### src/rtl/stepper_scheduler.sv
// stepper_scheduler: turns per-tick signed microstep deltas into step/dir
// pulses. A saturating accumulator holds the microsteps not yet issued; a
// four-state sequencer drains it one microstep per pulse, inserting a
// direction setup interval whenever the sign of the backlog changes.
module stepper_scheduler #(
    parameter int fixedPointBaseBits = 16,
    parameter int pendingBits        = 20,
    parameter int pulseHigh          = 250,
    parameter int pulseLow           = 250,
    parameter int dirSetup           = 500
) (
    input  logic                                 clock,
    input  logic                                 reset_n,
    input  logic                                 enable,
    input  logic                                 sim_clock,
    input  logic signed [fixedPointBaseBits-1:0] delta_steps,
    output logic                                 step,
    output logic                                 dir,
    output logic                                 busy,
    output logic                                 overrun,
    output logic signed [pendingBits-1:0]        pending,
    output logic [1:0]                           dbg_state_o
);

    typedef enum logic [1:0] {
        IDLE      = 2'd0,
        DIR_SETUP = 2'd1,
        STEP_HIGH = 2'd2,
        STEP_LOW  = 2'd3
    } state_t;

    // Arithmetic width: wide enough that pending + delta - 1 never wraps.
    localparam int AW = ((pendingBits > fixedPointBaseBits) ? pendingBits : fixedPointBaseBits) + 2;

    localparam logic signed [AW-1:0] PMAX = {{(AW-pendingBits+1){1'b0}}, {(pendingBits-1){1'b1}}};
    localparam logic signed [AW-1:0] PMIN = -PMAX;
    localparam logic signed [AW-1:0] ONE  = {{(AW-1){1'b0}}, 1'b1};

    localparam logic [15:0] HIGH_LOAD  = 16'(pulseHigh - 1);
    localparam logic [15:0] LOW_LOAD   = 16'(pulseLow - 1);
    localparam logic [15:0] SETUP_LOAD = 16'(dirSetup - 1);

    state_t                         state_q;
    logic [15:0]                    cnt_q;
    logic                           step_q;
    logic                           dir_q;
    logic                           sim_clock_q;
    logic                           overrun_q;
    logic                           overrun_d;
    logic signed [pendingBits-1:0]  pending_q;
    logic signed [pendingBits-1:0]  pending_d;

    logic                           tick;
    logic                           have_work;
    logic                           sign_match;
    logic                           commit;
    logic                           need_flip;
    logic signed [AW-1:0]           sum;
    logic signed [AW-1:0]           delta_ext;
    logic                           clamp;

    assign tick = sim_clock & ~sim_clock_q;

    // Decide whether this cycle consumes a microstep or needs a direction change.
    always_comb begin
        have_work  = enable && (pending_q != '0);
        sign_match = (~pending_q[pendingBits-1]) == dir_q;
        commit     = have_work && sign_match &&
                     ((state_q == IDLE) || ((state_q == DIR_SETUP) && (cnt_q == 16'd0)));
        need_flip  = have_work && !sign_match && (state_q == IDLE);
    end

    // Next backlog: add the tick's delta, remove the committed microstep, saturate.
    always_comb begin
        delta_ext = {{(AW-fixedPointBaseBits){delta_steps[fixedPointBaseBits-1]}}, delta_steps};
        sum       = {{(AW-pendingBits){pending_q[pendingBits-1]}}, pending_q};
        if (tick && enable) begin
            sum = sum + delta_ext;
        end
        if (commit) begin
            sum = dir_q ? (sum - ONE) : (sum + ONE);
        end
        pending_d = sum[pendingBits-1:0];
        clamp     = 1'b0;
        if (sum > PMAX) begin
            pending_d = PMAX[pendingBits-1:0];
            clamp     = 1'b1;
        end else if (sum < PMIN) begin
            pending_d = PMIN[pendingBits-1:0];
            clamp     = 1'b1;
        end
        if (!enable) begin
            pending_d = '0;
        end
        overrun_d = overrun_q | (clamp & enable);
    end

    // Tick edge register, backlog accumulator and sticky saturation flag.
    always_ff @(posedge clock or negedge reset_n) begin
        if (!reset_n) begin
            sim_clock_q <= 1'b0;
            pending_q   <= '0;
            overrun_q   <= 1'b0;
        end else begin
            sim_clock_q <= sim_clock;
            pending_q   <= pending_d;
            overrun_q   <= overrun_d;
        end
    end

    // Pulse sequencer: one shared down-counter times setup, high and low phases.
    always_ff @(posedge clock or negedge reset_n) begin
        if (!reset_n) begin
            state_q <= IDLE;
            cnt_q   <= 16'd0;
            step_q  <= 1'b0;
            dir_q   <= 1'b1;
        end else begin
            case (state_q)
                IDLE: begin
                    if (commit) begin
                        state_q <= STEP_HIGH;
                        cnt_q   <= HIGH_LOAD;
                        step_q  <= 1'b1;
                    end else if (need_flip) begin
                        state_q <= DIR_SETUP;
                        cnt_q   <= SETUP_LOAD;
                        dir_q   <= ~dir_q;
                    end
                end
                DIR_SETUP: begin
                    if (cnt_q != 16'd0) begin
                        cnt_q <= cnt_q - 16'd1;
                    end else if (commit) begin
                        state_q <= STEP_HIGH;
                        cnt_q   <= HIGH_LOAD;
                        step_q  <= 1'b1;
                    end else begin
                        // Backlog vanished or sequencer disabled during setup.
                        state_q <= IDLE;
                    end
                end
                STEP_HIGH: begin
                    if (cnt_q != 16'd0) begin
                        cnt_q <= cnt_q - 16'd1;
                    end else begin
                        state_q <= STEP_LOW;
                        cnt_q   <= LOW_LOAD;
                        step_q  <= 1'b0;
                    end
                end
                STEP_LOW: begin
                    if (cnt_q != 16'd0) begin
                        cnt_q <= cnt_q - 16'd1;
                    end else begin
                        state_q <= IDLE;
                    end
                end
                default: begin
                    state_q <= IDLE;
                    step_q  <= 1'b0;
                end
            endcase
        end
    end

    assign step        = step_q;
    assign dir         = dir_q;
    assign busy        = (state_q != IDLE) || (pending_q != '0);
    assign overrun     = overrun_q;
    assign pending     = pending_q;
    assign dbg_state_o = state_q;

endmodule

### config.mk
export PLATFORM = sky130hd
export DESIGN_NAME = stepper_scheduler
export DESIGN_NICKNAME = d
export VERILOG_FILES = /design/src/rtl/stepper_scheduler.sv
export SDC_FILE = /design/constraint.sdc
export NUM_CORES = 1
export LEC_CHECK = 0
export BUFFER_PORTS_ARGS = -buffer_cell sky130_fd_sc_hd__buf_4
export CAP_MARGIN = 10
export CORE_MARGIN = 4
export CORE_UTILIZATION = 40
export DETAILED_ROUTE_END_ITERATION = 8
export PLACE_DENSITY_LB_ADDON = 0.2
export SLEW_MARGIN = 20
export SYNTH_ARGS = -nofsm -noshare
export SYNTH_HDL_FRONTEND = slang
export SYNTH_SLANG_ARGS = --single-unit
### constraint.sdc
create_clock -name clock -period 4.6 [get_ports clock]
set_clock_uncertainty 0.05 [all_clocks]
set_input_delay 0.46 -clock clock [delete_from_list [all_inputs] [get_ports clock]]
set_output_delay 0.46 -clock clock [all_outputs]
set_load 0.1 [all_outputs]
Word level (Yosys, flattened, before mapping)
Cells that the tools add are included.
{"block": "word_totals", "ff_bits": 42, "output_inout_bits": 26, "elab_cells": 76, "inputBits": 20}
{"block": "classes", "order_cmp": 2, "n_reduce_logical": 20, "mux": 26, "eq_ne": 10, "bitwise": 7, "n_addsub": 4}
{"operator": "two-way mux 16 bit", "count": 6}
{"operator": "two-way mux 22 bit", "count": 3}
{"operator": "one-hot mux 16 bit (4 select lines)", "count": 1}
{"operator": "two-way mux 20 bit", "count": 3}
{"operator": "adder 22 x 2 -> 22 bit, second input constant", "count": 1}
{"operator": "> comparator 22 x 20 -> 1 bit, second input constant", "count": 1}
{"operator": "< comparator 22 x 20 -> 1 bit, second input constant", "count": 1}
{"operator": "subtractor 22 x 2 -> 22 bit, second input constant", "count": 1}
{"operator": "adder 20 x 16 -> 21 bit", "count": 1}
{"operator": "nonzero test 20 bit", "count": 1}
{"operator": "zero test 16 bit", "count": 1}
{"operator": "nonzero test 16 bit", "count": 1}
{"operator": "subtractor 16 x 1 -> 16 bit, second input constant", "count": 1}
{"operator": "two-way mux 2 bit", "count": 6}
{"operator": "AND reduction 3 bit", "count": 3}
{"operator": "inequality test 2 bit, second input constant", "count": 4}
{"operator": "one-hot mux 2 bit (4 select lines)", "count": 1}
{"operator": "logical AND 1 bit", "count": 7}
{"operator": "two-way mux 1 bit", "count": 5}
{"operator": "equality test 2 bit, second input constant", "count": 2}
{"operator": "NOT 1 bit", "count": 4}
{"operator": "AND reduction 4 bit", "count": 1}
{"operator": "inequality test 3 x 2 -> 1 bit, second input constant", "count": 1}
{"operator": "inequality test 3 bit, second input constant", "count": 1}
{"operator": "other kinds (10)", "count": 12}

Longest topological paths before layout
Gate-level depths: netlist of the first run.
{"block": "logic_depth", "ltp_word": 12, "ltp_mapped": 20, "ltp_nobuf": 19}

Least setup slack after synthesis of the first run
Ideal clock, no wire load.
{"block": "synth_path", "path_kind": "register to register", "startpoint": "reg pending_q[0], in the netlist pending[0]", "endpoint": "reg overrun_q, in the netlist overrun", "stages_incl_launch_ff": 21, "arrival_time_ns": 4.979, "path_slack_ns": -0.580, "t_required_ns": 4.400, "n_path_buf": 2, "setup_ns": 0.150, "period_less_slack_ns": 5.180, "cell_sequence": "dfrtp_1 -> ha_1 -> inv_1 -> fa_1 -> nor2b_1 -> o31ai_1 -> a211oi_1 -> mux2i_1 -> nand2_1 -> ha_1 -> clkbuf_1 -> nand2_1 -> nor3b_1 -> o21ai_0 -> a311o_1 -> and3_1 -> a211oi_1 -> o32ai_1 -> clkbuf_1 -> a211oi_1 -> a41oi_2"}
{"block": "synth_between", "elab_chain_cells": 10, "elab_cells_between_ends": 16, "classes_between": "add/sub: 3; order compare: 2; mux: 5; bitwise: 2; reduce/logical: 4"}
{"element": "start: declaration", "line_no": "50", "text": "logic signed [pendingBits-1:0] pending_q;"}
{"element": "start signal: assignment", "line_no": "106", "text": "pending_q <= pending_d;"}
{"element": "adder 20 x 16 -> 21 bit / nonzero test 20 bit (equally long branches)", "line_no": "78, 66"}
{"element": "two-way mux 22 bit / logical AND 1 bit (equally long branches)", "line_no": "77, 66"}
{"element": "adder 22 x 2 -> 22 bit, or another cell as far along", "line_no": "81", "text": "sum = dir_q ? (sum - ONE) : (sum + ONE);"}
{"element": "two-way mux 22 bit / logical AND 1 bit (equally long branches)", "line_no": "81, 68"}
{"element": "two-way mux 22 bit *", "line_no": "80", "text": "if (commit) begin"}
{"element": "< comparator 22 x 20 -> 1 bit", "line_no": "88", "text": "end else if (sum < PMIN) begin"}
{"element": "two-way mux 1 bit", "line_no": "88"}
{"element": "two-way mux 1 bit *", "line_no": "85", "text": "if (sum > PMAX) begin"}
{"element": "bitwise AND 1 bit *", "line_no": "95", "text": "overrun_d = overrun_q | (clamp & enable);"}
{"element": "OR 1 bit *", "line_no": "95"}
{"element": "named net overrun_d", "line_no": "49", "text": "logic overrun_d;"}
{"element": "end signal: assignment", "line_no": "107", "text": "overrun_q <= overrun_d;"}
{"element": "end: declaration", "line_no": "48", "text": "logic overrun_q;"}
Mark *: on every way through the listed nets, which the timed path passes. The rest lies on a longest branch.
A chain may end at the register's enable or synchronous reset.

Worst setup path after layout of the first run
{"block": "layout_path", "startpoint": "reg pending_q[1], in the netlist pending[1]", "endpoint": "reg pending_q[0], in the netlist pending[0]"}
{"block": "layout_between", "elab_chain_cells": 9, "elab_cells_between_ends": 15, "classes_between": "add/sub: 3; order compare: 2; mux: 6; reduce/logical: 4"}
{"element": "adder 20 x 16 -> 21 bit / nonzero test 20 bit (equally long branches)", "line_no": "78, 66"}
{"element": "two-way mux 22 bit / logical AND 1 bit (equally long branches)", "line_no": "77, 66"}
{"element": "adder 22 x 2 -> 22 bit, or another cell as far along", "line_no": "81"}
{"element": "two-way mux 22 bit / logical AND 1 bit (equally long branches)", "line_no": "81, 68"}
{"element": "two-way mux 22 bit *", "line_no": "80"}
{"element": "< comparator 22 x 20 -> 1 bit", "line_no": "88"}
{"element": "two-way mux 20 bit", "line_no": "88"}
{"element": "two-way mux 20 bit *", "line_no": "85"}
{"element": "two-way mux 20 bit *", "line_no": "92", "text": "if (!enable) begin"}
{"element": "named net pending_d[0]", "line_no": "51", "text": "logic signed [pendingBits-1:0] pending_d;"}
Marked as above.

==> results of run 1 <==
==> worst max-delay path: cells and delay by family (launching register included) <==
| family | cells | cell delay [ns] |
|---|---|---|
| flip-flops | 1 | 0.50 |
| AND/OR/NAND/NOR | 3 | 1.01 |
| buffers and inverters | 1 | 0.17 |
| adder cells (fa/ha/maj) | 2 | 0.52 |
| AO/OA/AOI/OAI | 11 | 2.17 |
==> flip-flops by register name, summed over array words and instances, names as in the netlist <==
| name | count |
|---|---|
| pending | 20 |
| cnt_q | 16 |
| dbg_state_o | 2 |
| dir | 1 |
| overrun | 1 |
| sim_clock_q | 1 |
| step | 1 |
==> cells in the mapped netlist (all sizes together), types with 15 or more instances <==
| library cell | instances | area share, % |
|---|---|---|
| o31ai | 18 | 2.6 |
| a21oi | 52 | 5.0 |
| inv | 20 | 1.4 |
| nand2 | 78 | 5.6 |
| o21a | 22 | 3.2 |
| a21o | 20 | 2.9 |
| dfrtp | 41 | 20 |
| nor2 | 52 | 3.7 |
| ha | 46 | 11 |
| nor3 | 26 | 2.9 |
| o211ai | 15 | 2.3 |
| o21ai | 72 | 6.9 |
| nand3 | 16 | 1.5 |
| a31oi | 18 | 2.2 |
| clkbuf | 26 | 1.9 |
==> cells by family (layout without fill, tap and decap cells) <==
family,after synthesis,count (layout)
compound gates,283,283
xor+xnor,17,17
fa+ha+maj,48,48
buf+inv,54,235
flops,42,42
mux,10,10
simple gates,245,245
==> worst max path at each step <==
| stage | cells after the start | end | slack [ns] | startpoint |
|---|---|---|---|---|
| floorplan | 19 | overrun | 0.03 | pending[0] |
| global placement | 19 | overrun | -0.29 | delta_steps[0] |
| detailed placement | 20 | pending[7] | -0.40 | delta_steps[0] |
| CTS | 17 | overrun | 0.01 | pending[1] |
| global route | 20 | pending[0] | -0.12 | pending[0] |
| finish | 17 | pending[0] | 0.03 | pending[1] |
==> power groups by stage <==
stage,clock (mW),combinational [mW],sequential (mW)
after floorplan,0,0.725,0.783
after global placement,0,1.64,0.483
after detailed placement,0,1.66,0.484
after CTS,0.480,1.73,0.478
after global routing,0.496,2.03,0.485
final,0.470,1.89,0.480
==> area by class of cell <==
class	instances	area (sq um)
fill	1138	4995
timing repair buffer	207	1599
multi-input combinational	603	4556
clock inverter	3	68.82
sequential	42	1089
tap	172	215.2
inverter	20	75.07
clock buffer	5	125.1
==> repair_timing <==
action,4_1_cts,5_1_grt
setup buffers,15,13
pin swaps,8,28
gates cloned,0,1
gates resized for setup,27,86
setup endpoints to repair,20,20
==> through the flow <==
step	util (%)	hold WS, ns	cell area [sq um]	setup TNS [ns]	setup WS (ns)
6_report	60.74	0.1076	7727	0	0.02568
4_1_cts	57.06	0.1241	7259	0	0.01364
5_1_grt	60.74	0.1528	7727	-0.8447	-0.1216
3_3_place_gp	53.48	0.4291	6804	-2.984	-0.2891
3_5_place_dp	53.48	0.4274	6804	-4.674	-0.3996
2_1_floorplan	-	0.1144	5344	0	0.02996
==> layer usage <==
layer / global-route usage, % / up-vias
met1: 32.96 / 2975
met4: 5.668 / 0
met3: 2.350 / 31
met2: 41.98 / 191
met5: 0 / -
li1: - / 3034
==> flow_metrics.tcl, run 1 <==
set metrics [dict create \
    drive_gt1_share_pct 38.18 \
    synth_top_family_by_area "compound AO/OA/AOI/OAI gates" \
    grt_pass1_wl_microns 29680 \
    crit_arrival_ns 4.69 \
    cts_buffers 5 \
    synth-edff-count 0 \
    met3_wirelength_microns 891 \
    fin_nets 947 \
    endpoint_kind "flip-flop" \
    max_freq_mhz 218.6 \
    worstPathRequired_ns 4.72 \
    swShare_pct 46.65 \
    power_density_mw_per_mm2 367.9 \
    drv_slew 0 \
    power.net_switching_mw 1.326 \
    syn_inst 699 \
    routed_wl_microns 18750 \
    overflow 0 \
    initial_core_util_pct 41.05 \
    peakVddDrop_mv 0.1682 \
    avgSynthCellArea_sq_um 7.471 \
    dp_hpwl_microns 14220 \
    pwr-share-seq_pct 16.9 \
    yosys.area_share.adder_pct 11.79 \
    io_buffers 45 \
    vias 6231 \
    final_common_cell "buf_4" \
    intPower_mw 1.517 \
    synthSimpleGateAreaFrac_pct 23.22 \
    pin_count 46 \
    grt_start_max_net_pins 43 \
    final_cell_mix "202 x buf_4, 77 x nand2_1, 49 x nor2_1" \
    insertion_delay_ns 0.29 \
    dr.pass1.iters 7 \
    yosysSeqAreaShare_pct 20.15 \
    clock_sinks 42 \
    synthFlopType "dfrtp_1" \
    cp_slowest_stage_delay_ns 0.50 \
    cp_cell_sequence "ha_4 > a211oi_4 > o21a_1 > or3_4 > and3b_2 > or3_4 > ha_4 > a21o_1 > a21o_1 > a22o_1 > a31o_4 > o41a_1 > a211oi_4 > o32ai_4 > buf_6 > o31ai_2 > a21oi_2" \
    tightest_slew_ns 0.7987 \
    cpMaxStageDelayCell "dfrtp_4" \
    die_area_sq_mm 0.01495 \
    yosysWarnings 0 \
    totalPowerFinal_mw 2.843 \
    hold_violations 0 \
    worstPathMaxFanout 6 \
    synthArstFlopShare_pct 100.0 \
    drt-initial-drc-count 582 \
    ys_ff_latch 42 \
    post-route-period-util_pct 99.44 \
    htree_levels 2 \
    ys_types 75 \
    hold_class "primary input to async pin" \
    wl_met1_microns 8360 \
    synth_fp_nets 767 \
    dr.max_layer_used "met4" \
    r2r_slack_ns 0.03 \
    synth_area_sq_mm 0.005223 \
    outcome "finished clean" \
    antenna_cells 0 \
    gp_congestion 0.9733 \
    fin_crit_ns 4.574 \
    critPathLaunchType "flip-flop" \
    combPwrFrac_pct 66.6 \
    worstSetupPathType "flip-flop to flip-flop" \
    areaGrowthSynthToFinish_pct 47.96 \
    wl_per_cell_microns 17.82 \
    cap_violations 0 \
    clkPwrFrac_pct 16.5 \
    synth-xor-area-share_pct 2.851 \
    rsz0062_at_grt "yes" \
    cts.reportedPaths.clkPinSlew_ns 0.06 \
    relSlewSlack_pct 46.75 \
    r2r-start "pending[1]" \
    wl_met2_microns 9043 \
    grt_pass1_vias 5898 \
    finalSetupViolations 0 \
    ant_nets 0 \
    cts_buffer_depth 2 \
    antenna_found_initial 0 \
    avgViaCountPerCell 5.923 \
    synth_compound_area_share_pct 35.98 \
    core_region_area_sq_mm 0.01272 \
    die_w_microns 122.3 \
    r2r_end "pending[0]" \
    p_leak_nw 3.453 \
    cts_tree "yes" \
    rr_worst_depth 17 \
    muxShareOfSynthArea_pct 1.965 \
    die_h_microns 122.3 \
    cts_hold_buf 0 \
    drc 0 \
    stdcell_count 1052 \
    dp.cells 1017 \
    grt.total_usage_pct 24.34 \
    floorplan.rows 41 \
    root_buffer "clkbuf_16" \
]
Note: power is estimated with default switching activity, not from simulation.
==> run 2: changes to the inputs <==
==> constraint.sdc (replaced) <==
create_clock -name clock -period 3.79 [get_ports clock]
set_clock_uncertainty 0.05 [all_clocks]
set_input_delay 0.379 -clock clock [delete_from_list [all_inputs] [get_ports clock]]
set_output_delay 0.379 -clock clock [all_outputs]
set_load 0.1 [all_outputs]
==> flow_metrics.tcl, run 2 (synthesis results as in run 1) <==
set metrics [dict create \
    final_cell_mix "248 x buf_4, 76 x nand2_1, 48 x nor2_1" \
    cp_top_family "compound AO/OA/AOI/OAI gates" \
    use_met1_pct 32.98 \
    hold_violations 0 \
    worstSetupPathType "flip-flop to flip-flop" \
    post-route-period-util_pct 122.4 \
    grt-busiest-layer "met2" \
    areaGrowthSynthToFinish_pct 58.89 \
    dp.cells 1078 \
    antenna_found_initial 0 \
    cts_buffer_depth 2 \
    r2r_slack_ns -0.85 \
    wl_per_cell_microns 17.61 \
    cp_cell_sequence "ha_4 > o21ai_4 > o21a_1 > or3_4 > and3b_1 > or3_4 > ha_4 > a21o_1 > a21o_1 > a22o_1 > a31o_4 > o41a_1 > buf_4 > a211oi_4 > o32ai_2 > buf_6 > nor3_4 > a21oi_4" \
    grtUsageMet2_pct 45.10 \
    cp_slowest_stage_delay_ns 0.50 \
    cts.reportedPaths.clkPinSlew_ns 0.07 \
    overflow 0 \
    dp_hpwl_microns 14970 \
    power_density_mw_per_mm2 430.4 \
    p_leak_nw 3.747 \
    pin_count 46 \
    cp.buffers_inverters 2 \
    htree_levels 2 \
    clock_sinks 42 \
    die_w_microns 122.3 \
    worstPathRequired_ns 3.91 \
    core_region_area_sq_mm 0.01272 \
    drive_gt1_share_pct 43.41 \
    grt_start_max_net_pins 43 \
    fin_nets 1000 \
    grt_pass1_wl_microns 31060 \
    rsz0062_at_grt "yes" \
    final_common_cell "buf_4" \
    worstPathMaxFanout 12 \
    rr_worst_depth 18 \
    outcome "finished with violations" \
    vias 6486 \
    cap_violations 0 \
    max_freq_mhz 215.5 \
    largest_reg_flops 20 \
    totalPowerFinal_mw 3.571 \
    initial_core_util_pct 41.05 \
    dr.pass1.iters 5 \
    r2r_end "pending[0]" \
    cpMaxStageDelayCell "dfrtp_4" \
    floorplan.rows 41 \
    met3_usage_pct 1.889 \
    critPathLaunchType "flip-flop" \
    gp_congestion 0.8961 \
    die_h_microns 122.3 \
    insertion_delay_ns 0.29 \
    fin_crit_ns 4.640 \
    cts_hold_buf 0 \
    drt-initial-drc-count 466 \
    grt_pass1_vias 6447 \
    antenna_cells 0 \
    endpoint_kind "flip-flop" \
    r2r-start "pending[3]" \
    ant_nets 0 \
    stdcell_area_sq_mm 0.008298 \
    setup_ws_ns -0.8496 \
    cts_tree "yes" \
    io_buffers 45 \
    finalSetupViolations 21 \
    placed_area_sq_mm 0.007395 \
    grt.total_usage_pct 25.62 \
    root_buffer "clkbuf_16" \
    stdcell_count 1105 \
    avgViaCountPerCell 5.870 \
    relSlewSlack_pct 61.63 \
    routed_wl_microns 19460 \
    die_area_sq_mm 0.01495 \
    fill_cells 1099 \
    cts_buffers 5 \
    peakVddDrop_mv 0.2199 \
    crit_arrival_ns 4.76 \
    hold_class "primary input to async pin" \
    violations "setup timing" \
    drv_slew 0 \
    tightest_slew_ns 0.5715 \
    drc 0 \
]
==> run 2: how the worst max path moves through the flow <==
| stage | slack (ns) | end | cells after the start | startpoint |
|---|---|---|---|---|
| 2_1_floorplan | -0.69 | overrun | 19 | pending[0] |
| 3_3_place_gp | -1.05 | pending[0] | 18 | delta_steps[10] |
| 3_5_place_dp | -1.10 | pending[0] | 19 | delta_steps[9] |
| 4_1_cts | -0.83 | pending[0] | 16 | pending[2] |
| 5_1_grt | -0.93 | pending[0] | 18 | pending[3] |
| 6_report | -0.85 | pending[0] | 18 | pending[3] |
==> run 2: layout make-up <==
cell class / count / area, sq um / area share [%]
repair buffers: 260 / 2049 / 24.70
multi-input cells: 603 / 4713 / 56.80
inverters: 20 / 77.57 / 0.9349
well taps: 172 / 215.2 / 2.593
clock inverters: 3 / 23.77 / 0.2865
flip-flops and latches: 42 / 1094 / 13.18
clock buffers: 5 / 125.1 / 1.508
==> run 2: where the power goes <==
group | leakage [nW] | switching (mW) | internal [mW] | total [mW]
clock | 0.0664 | 0.203 | 0.247 | 0.450
sequential | 0.500 | 0.0506 | 0.517 | 0.568
combinational | 3.18 | 1.44 | 1.11 | 2.55
total | 3.75 | 1.70 | 1.88 | 3.57
==> run 2: stage by stage <==
step                      util [%]  hold WS, ns  worst slack, ns  setup TNS [ns]
after floorplan                  -      0.03341          -0.6873          -11.17
after global placement       58.12       0.3473           -1.048          -16.63
after CTS                    62.85      0.04176          -0.8344          -13.21
after global routing         65.22      0.06468          -0.9297          -17.64
final                        65.22      0.02258          -0.8496          -16.00
after detailed placement     58.12       0.3544           -1.097          -18.83
==> run 2: routing by layer <==
layer	wire (microns)	share of wire [%]
met5	0	0
met1	8566	44
met4	624	3.2
met3	782	4.0
met2	9484	49
==> run 2: repair_timing <==
| item | CTS | global route |
|---|---|---|
| buffers inserted | 14 | 6 |
| setup endpoints to repair | 21 | 21 |
| gates resized for setup | 64 | 59 |
| pin swaps | 25 | 14 |
==> run 2: worst reg2reg max path: stages (launching register included) <==
cell and delay (ns):
dfrtp_4 0.50, ha_4 0.30, o21ai_4 0.06, o21a_1 0.21, or3_4 0.41, and3b_1 0.21, or3_4 0.42, ha_4 0.25
a21o_1 0.19, a21o_1 0.15, a22o_1 0.21, a31o_4 0.23, o41a_1 0.35, buf_4 0.16, a211oi_4 0.23, o32ai_2 0.11
buf_6 0.17, nor3_4 0.23, a21oi_4 0.09
==> run 3: changes to the inputs <==
--- a/config.mk
+++ b/config.mk
@@ -9,6 +9,7 @@
 export CAP_MARGIN = 10
 export CORE_MARGIN = 4
 export CORE_UTILIZATION = 40
+export CTS_CLUSTER_SIZE = 30
 export DETAILED_ROUTE_END_ITERATION = 8
 export PLACE_DENSITY_LB_ADDON = 0.2
 export SLEW_MARGIN = 20
==> constraint.sdc (replaced) <==
create_clock -name clock -period 3.79 [get_ports clock]
set_clock_uncertainty 0.05 [all_clocks]
set_input_delay 0.758 -clock clock [delete_from_list [all_inputs] [get_ports clock]]
set_output_delay 0.758 -clock clock [all_outputs]
set_load 0.1 [all_outputs]
==> flow_metrics.tcl, run 3 (synthesis results as in run 1) <==
set metrics [dict create \
    finalSetupViolations 21 \
    cap_violations 0 \
    root_buffer "clkbuf_16" \
    power_density_mw_per_mm2 428.9 \
    max_freq_mhz 210.3 \
    cp.buffers_inverters 4 \
    hold_class "primary input to async pin" \
    avgViaCountPerCell 6.044 \
    floorplan.rows 41 \
    critPathLaunchType "primary input" \
    placed_area_sq_mm 0.007402 \
    dpl_worst_slack_ns -1.417 \
    rr_worst_depth 20 \
    cts_buffers 5 \
    totalPowerFinal_mw 3.625 \
    r2r_end "pending[11]" \
    worstSetupPathType "primary input to flip-flop" \
    drv_slew 0 \
    grt_start_max_net_pins 43 \
    drt-initial-drc-count 650 \
    io_buffers 45 \
    htree_levels 2 \
    grt.total_usage_pct 26.57 \
    cts_buffer_depth 2 \
    areaGrowthSynthToFinish_pct 61.86 \
    outcome "finished with violations" \
    pin_count 46 \
    drive_gt1_share_pct 44.86 \
    fin_nets 1010 \
    hold_violations 0 \
    vias 6739 \
    cp_cell_sequence "buf_6 > ha_4 > inv_2 > fa_2 > nor2b_4 > o31a_1 > o31a_1 > o21a_1 > o31ai_4 > ha_4 > buf_6 > nand2_4 > nor2_4 > a22o_1 > a31o_4 > o41a_1 > a211oi_4 > o32a_1 > buf_12 > o21a_1 > o21ai_2" \
    dp_hpwl_microns 15490 \
    crit_arrival_ns 4.87 \
    worstPathMaxFanout 6 \
    overflow 0 \
    ant_nets 0 \
    die_w_microns 122.3 \
    timing.hold.ws_ns 0.4016 \
    drc 0 \
    core_region_area_sq_mm 0.01272 \
    post-route-period-util_pct 125.5 \
    endpoint_kind "flip-flop" \
    violations "setup timing" \
    routed_wl_microns 20840 \
    final_cell_mix "255 x buf_4, 71 x nand2_1, 46 x nor2_1" \
    largest_reg_flops 20 \
    worstPathRequired_ns 3.91 \
    fin_crit_ns 4.756 \
    final_common_cell "buf_4" \
    stdcell_area_sq_mm 0.008453 \
    clock_sinks 42 \
    cpMaxStageDelayCell "o41a_1" \
    cts_hold_buf 0 \
    antenna_cells 0 \
    die_h_microns 122.3 \
    cp_slowest_stage_delay_ns 0.37 \
    setup_ws_ns -0.9657 \
    fin_setup_tns_ns -17.31 \
    wl_per_cell_microns 18.69 \
    dr.pass1.iters 5 \
    peakVddDrop_mv 0.2285 \
    wl_met2_microns 10190 \
    cp_top_family "compound AO/OA/AOI/OAI gates" \
    p_leak_nw 3.858 \
    antenna_found_initial 0 \
    r2r-start "pending[0]" \
    die_area_sq_mm 0.01495 \
    met3_wirelength_microns 1074 \
    rsz0062_at_grt "yes" \
    grt_pass1_wl_microns 32130 \
    tightest_slew_ns 0.6592 \
    cts_tree "yes" \
    gp_congestion 1.009 \
    insertion_delay_ns 0.29 \
    dr.max_layer_used "met4" \
    initial_core_util_pct 41.05 \
    cts.reportedPaths.clkPinSlew_ns 0.07 \
    wl_met1_microns 8778 \
    grt_pass1_vias 6445 \
    r2r_slack_ns -0.94 \
    relSlewSlack_pct 55.71 \
]
-- run 3: how the worst max path moves through the flow --
stage / startpoint / endpoint / slack [ns] / cells past startpoint
6_report: delta_steps[0] / pending[11] / -0.97 / 21
5_1_grt: delta_steps[10] / pending[11] / -1.04 / 19
4_1_cts: delta_steps[0] / pending[0] / -0.83 / 21
3_5_place_dp: delta_steps[0] / pending[5] / -1.42 / 21
3_3_place_gp: delta_steps[0] / pending[5] / -1.40 / 20
2_1_floorplan: delta_steps[0] / overrun / -0.80 / 19
-- run 3: where the power goes --
part	internal (mW)	switching [mW]	total, mW
combinational	1.13	1.49	2.61
sequential	0.509	0.0563	0.565
clock	0.265	0.181	0.446
total	1.90	1.72	3.63
-- run 3: cell type report --
type / count / area (sq um)
Multi-Input combinational cell: 603 / 4805
Fill cell: 1036 / 4269
Timing Repair Buffer: 270 / 2132
Sequential cell: 42 / 1075
Tap cell: 172 / 215.2
Clock buffer: 7 / 142.6
Inverter: 20 / 75.07
Clock inverter: 1 / 8.758
-- run 3: through the flow --
stage	util (%)	std cells
floorplan	-	699
global placement	58.18	1083
detailed placement	58.18	1083
CTS	63.59	1108
global route	66.44	1115
finish	66.44	1115
-- run 3: repair_timing --
action                     CTS  global route
setup endpoints to repair   21            21
resized for setup           86            58
buffers inserted            17             7
cloned                       1             1
pin swaps                   49            22
-- run 3: worst register-to-register path, stage by stage (launching register included) --
cell	delay, ns
dfrtp_4	0.51
ha_4	0.18
inv_2	0.05
fa_2	0.22
nor2b_4	0.06
o31a_1	0.31
o31a_1	0.31
o21a_1	0.24
o31ai_4	0.35
ha_4	0.27
buf_6	0.13
nand2_4	0.07
nor2_4	0.04
a22o_1	0.19
a31o_4	0.22
o41a_1	0.37
a211oi_4	0.30
o32a_1	0.35
buf_12	0.16
o21a_1	0.16
o21ai_2	0.07
-- run 3: metal layers --
| metal | GRT usage (%) | up-vias |
|---|---|---|
| met2 | 46.38 | 266 |
| met3 | 2.166 | 57 |
| met4 | 10.29 | 0 |
| met5 | 0 | - |
| met1 | 34.11 | 3255 |
| li1 | - | 3161 |
